### src/rtl/booth_mult_param.sv
// Sequential radix-2 Booth multiplier, WIDTH x WIDTH -> {hi,lo}, signed or unsigned.
// One Booth step per clock; start is ignored while busy.
module booth_mult_param #(
   parameter int unsigned WIDTH = 32
) (
   input  logic             clk,
   input  logic             reset,
   input  logic             mult_ctrl,
   input  logic             is_signed,
   input  logic [WIDTH-1:0] a,
   input  logic [WIDTH-1:0] b,
   output logic [WIDTH-1:0] hi,
   output logic [WIDTH-1:0] lo,
   output logic             busy,
   output logic             mult_end
);

   localparam int unsigned E     = WIDTH + 1;
   localparam int unsigned PW    = 2 * E + 1;
   localparam int unsigned CNT_W = $clog2(WIDTH + 2);

   typedef enum logic {
      S_IDLE = 1'b0,
      S_RUN  = 1'b1
   } state_t;

   state_t             r_state;
   state_t             w_state_nxt;
   logic [PW-1:0]      r_p;
   logic [PW-1:0]      w_p_nxt;
   logic [E-1:0]       r_m;
   logic [E-1:0]       w_m_nxt;
   logic [CNT_W-1:0]   r_cnt;
   logic [CNT_W-1:0]   w_cnt_nxt;
   logic               r_signed;
   logic               w_signed_nxt;
   logic [WIDTH-1:0]   r_hi;
   logic [WIDTH-1:0]   w_hi_nxt;
   logic [WIDTH-1:0]   r_lo;
   logic [WIDTH-1:0]   w_lo_nxt;
   logic               r_busy;
   logic               w_busy_nxt;
   logic               r_end;
   logic               w_end_nxt;

   logic [E-1:0]       w_a_ext;
   logic [E-1:0]       w_b_ext;
   logic [E-1:0]       w_upper;
   logic [E-1:0]       w_sum;
   logic [PW-1:0]      w_shifted;
   logic [2*WIDTH-1:0] w_result;

   // Operand extension and one Booth add/subtract + arithmetic shift
   always_comb begin
      w_a_ext = {is_signed & a[WIDTH-1], a};
      w_b_ext = {is_signed & b[WIDTH-1], b};
      w_upper = r_p[PW-1 -: E];
      case (r_p[1:0])
         2'b01:   w_sum = w_upper + r_m;
         2'b10:   w_sum = w_upper - r_m;
         default: w_sum = w_upper;
      endcase
      w_shifted = {w_sum[E-1], w_sum, r_p[E:1]};
   end

   // Signed mode skips the final step, which would only be a sign-replicating
   // shift, so its product window sits one bit higher.
   always_comb begin
      if (r_signed) w_result = w_shifted[2*WIDTH+1:2];
      else          w_result = w_shifted[2*WIDTH:1];
   end

   always_comb begin
      w_state_nxt  = r_state;
      w_p_nxt      = r_p;
      w_m_nxt      = r_m;
      w_cnt_nxt    = r_cnt;
      w_signed_nxt = r_signed;
      w_hi_nxt     = r_hi;
      w_lo_nxt     = r_lo;
      w_busy_nxt   = r_busy;
      w_end_nxt    = 1'b0;
      case (r_state)
         S_IDLE: begin
            if (mult_ctrl) begin
               w_m_nxt      = w_a_ext;
               w_p_nxt      = {{E{1'b0}}, w_b_ext, 1'b0};
               w_cnt_nxt    = is_signed ? CNT_W'(WIDTH) : CNT_W'(E);
               w_signed_nxt = is_signed;
               w_busy_nxt   = 1'b1;
               w_state_nxt  = S_RUN;
            end
         end
         S_RUN: begin
            w_p_nxt   = w_shifted;
            w_cnt_nxt = r_cnt - CNT_W'(1);
            if (r_cnt == CNT_W'(1)) begin
               w_hi_nxt    = w_result[2*WIDTH-1:WIDTH];
               w_lo_nxt    = w_result[WIDTH-1:0];
               w_end_nxt   = 1'b1;
               w_busy_nxt  = 1'b0;
               w_state_nxt = S_IDLE;
            end
         end
         default: w_state_nxt = S_IDLE;
      endcase
   end

   always_ff @(posedge clk) begin
      if (reset) begin
         r_state  <= S_IDLE;
         r_p      <= '0;
         r_m      <= '0;
         r_cnt    <= '0;
         r_signed <= 1'b0;
         r_hi     <= '0;
         r_lo     <= '0;
         r_busy   <= 1'b0;
         r_end    <= 1'b0;
      end else begin
         r_state  <= w_state_nxt;
         r_p      <= w_p_nxt;
         r_m      <= w_m_nxt;
         r_cnt    <= w_cnt_nxt;
         r_signed <= w_signed_nxt;
         r_hi     <= w_hi_nxt;
         r_lo     <= w_lo_nxt;
         r_busy   <= w_busy_nxt;
         r_end    <= w_end_nxt;
      end
   end

   assign hi       = r_hi;
   assign lo       = r_lo;
   assign busy     = r_busy;
   assign mult_end = r_end;

endmodule

### config.mk
export PLATFORM = sky130hd
export DESIGN_NAME = booth_mult_param
export DESIGN_NICKNAME = d
export VERILOG_FILES = /design/src/rtl/booth_mult_param.sv
export SDC_FILE = /design/constraint.sdc
export NUM_CORES = 1
export LEC_CHECK = 0
export CAP_MARGIN = 20
export CORE_MARGIN = 2
export CORE_UTILIZATION = 56
export CTS_CLUSTER_SIZE = 28
export DETAILED_ROUTE_END_ITERATION = 8
export DONT_BUFFER_PORTS = 1
export HOLD_SLACK_MARGIN = 0.08
export PLACE_DENSITY = 0.71
export SLEW_MARGIN = 20
export SYNTH_ARGS = -nofsm -noshare
export SYNTH_HDL_FRONTEND = slang
export SYNTH_SLANG_ARGS = --single-unit
### constraint.sdc
create_clock -name clk -period 12.8 [get_ports clk]
set_input_delay 1.28 -clock clk [delete_from_list [all_inputs] [get_ports clk]]
set_output_delay 1.28 -clock clk [all_outputs]
set_load 0.005 [all_outputs]
==> metrics.txt <==
DRC violations left 0; initial antenna violation count 0; count of TritonRoute iterations in the first routing pass 4; Synth cell types 67; grt peak-use layer met2; R2R depth 17; final worst path period share 0.420; Max Cap Viol 0; Synth async-reset ratio 0; Initial Utilization 0.572; clock period minus worst slack 5380 ps; Detailed Place HPWL 17200 um; largest net degree at the start of global routing 179; Crit. End Element flop; post-synthesis cell count 1263; Overflow after GRT 0; Placed Cells incl. Taps 1410; Final Non-Filler Cells 1442; P&R area growth vs syn 6.31%; r2r startpoint r_m[2]; n_diodes 0; syn nets 1368; slowest cell delay on critical path 470 ps; Power Density 132 nW/um^2; clock root cell clkbuf_16; clock-pin slew on the worst setup and hold paths 80 ps; worst r2r dst hi[31]; outcome finished clean; worst-skew pair later-pin latency 440 ps; Slew @ Worst Pin 879 ps; Final setup viols 0; clk buf depth 2; unrepaired setup endpoints after global routing false; CP max FO 9; EDFF count, synth 0; Crit path required time 13140 ps; GR Util All Layers 0.265; Startpoint Class flop; Critical Path Sink hi[31]; Clock Skew 14.5 ps; Die Wd 137 um; total die area 18700 um^2; postcts setup bufs 0; Final ANT Viol Nets 0; TritonCTS clock tree done; relative slew slack 0.399; First DRT Iteration DRCs 583; Clock Sinks 173; Seq/Total Area, Yosys 0.351; cts repair resizes 0; vias in the first global route 7686; row count 48; Critical Path Start r_m[2]; global-route wire length before repair 39200 um; vias per inst 5.97; IO Pins 134; CTS Buf Count 17; H-tree depth 4; Worst EP arrival 5720 ps; number of synthesized register bits 173; drt total wl 24900 um; Top Family by Delay on Critical Path simple AND/OR/NAND/NOR gates; GP Congestion 0.949; layout cell share with drive strength beyond 1 0.0501; WP buf/inv 0; P_leak 3.99 nW; Tightest Hold Check Type flop to flop; fin. max-slew vios 0; met2 Resource Use GR 0.455; Syn Area/Cell 7.81 um^2; Setup TNS 0 ps; Nets 1309; Routed wire per std cell 17.3 um; slowest stage cell, crit path or4_1; Fmax 186 MHz; I/O Buffers 0; Via Count 8609; Post-CTS Hold Buffers 0; M1 GR Usage 0.322; reg2reg setup slack 7420 ps; critical hold path startpoint r_m[32]; Die H 137 um; VDD IR max 0.0990 mV; Worst path depth 17; Mapped Area 9860 um^2; type of the worst setup path flop to flop; top_reg_cell synth dfxtp_1; final hold violations 0; met3 usage 0.0674; crit-path cells or3_1, or3_1, nor4_1, a21oi_1, nor2_1, o21ai_0, xnor2_1, ha_1, nand4_1, or4_1, a211oi_1, a2111oi_0, o31ai_1, a21oi_1, xnor2_1, a32oi_1, o32ai_1; Syn. warnings 0; core area 17200 um^2; Layout fillers 1580
layer usage:
layer | up-vias | wire (um)
met3 | 43 | 1190
met2 | 152 | 12200
met4 | 0 | 601
li1 | 4359 | -
met5 | - | 0
met1 | 4055 | 10900
cell usage after synthesis (4+ instances only):
cell type    n  area, um^2
xnor2_1     40         350
or4_1        6        45.0
a21oi_1    159         796
a31oi_1     10        62.6
and3_1      17         106
ha_1        36         450
and2_1       4        25.0
o21a_1       7        52.6
nor3_1      27         135
xor2_1      12         105
clkbuf_1    72         270
o31ai_1      8        60.1
a211oi_1    39         293
a311oi_1     5        43.8
nor4_1       6        37.5
or2_2        7        43.8
nand2_1    131         492
a21o_1      16         120
inv_1       17        63.8
nand4_1      4        25.0
buf_1       14        52.6
mux2i_1     77         771
o211ai_1    14         105
nand2b_1    12        75.1
nand3_1     20         100
nor3b_1     24         180
nor2b_1      5        31.3
or3_1        7        43.8
nor2_1     185         694
dfxtp_1    173        3460
o21ai_0     50         250
nand3b_1     9        67.6
worst min path at each step:
stage / to / slack [ps] / depth (start not counted)
after floorplan: r_m[32] / 440 / 2
after global routing: r_m[32] / 490 / 2
final: r_m[32] / 470 / 2
after global placement: r_m[32] / 450 / 2
after CTS: r_m[32] / 470 / 2
after detailed placement: r_m[32] / 450 / 2
placed cells by master (no fill, tap or decap), drive strengths merged, types with 8 or more instances in the layout:
cell type	Yosys	routed
o21ai	51	51
o31ai	8	8
a21o	16	16
nor3	27	27
buf	14	8
nor2	185	185
xnor2	40	40
nand3b	9	9
a211oi	39	39
nor3b	24	24
inv	18	28
a31oi	10	10
nand3	21	21
xor2	12	12
dfxtp	173	173
nand2	131	131
mux2i	77	77
or3	8	8
clkbuf	72	17
ha	36	36
o211ai	14	14
a21oi	159	159
nand2b	12	12
and3	17	17
flip-flops by register name (all words and copies together) (netlist names):
signal / count
hi: 32
r_cnt: 6
r_signed: 1
r_state: 1
busy: 1
r_m: 33
mult_end: 1
lo: 32
r_p: 66
power by group:
| group | internal [W] | switching [W] |
|---|---|---|
| sequential | 0.000562 | 0.0000269 |
| clock | 0.000279 | 0.000248 |
| combinational | 0.000107 | 0.000157 |
| total | 0.000948 | 0.000433 |
tightest hold or removal path, cell delays in order (launching register included):
cell	delay (ps)
dfxtp_1	320
nand2_1	50
a21oi_1	50
layout make-up:
cell class                 count  area (um^2)  share of cell area
multi-input combinational    986         6010               0.574
sequential                   173         3470               0.331
clock buffer                  17          425              0.0406
tap                          225          282              0.0269
clock inverter                15          166              0.0159
inverter                      18         67.6             0.00645
timing repair buffer           8         60.1             0.00573
per-stage QoR:
step | instance area (um^2) | hold WS, ps | setup slack (ps) | power (W) | util
4_1_cts | 10500 | 465 | 7560 | 0.00139 | 0.608
2_1_floorplan | 9860 | 444 | 8280 | 0.000819 | -
6_report | 10500 | 469 | 7420 | 0.00138 | 0.608
3_5_place_dp | 9890 | 455 | 7590 | 0.000864 | 0.574
5_1_grt | 10500 | 487 | 6880 | 0.00145 | 0.608
3_3_place_gp | 9890 | 453 | 7740 | 0.000860 | 0.574
logic make-up (layout without fill, tap and decap cells):
group,Yosys count,after routing,share of synthesized area
and+or+nand+nor,474,474,0.222
AOI/OAI and AO/OA,343,343,0.211
DFF,173,173,0.351
buffers and inverters,104,58,0.0396
muxes,80,80,0.0820
xor gates and xnor gates,52,52,0.0462
adders and majority gates,37,37,0.0477
Power figures use the tool's default switching activity.
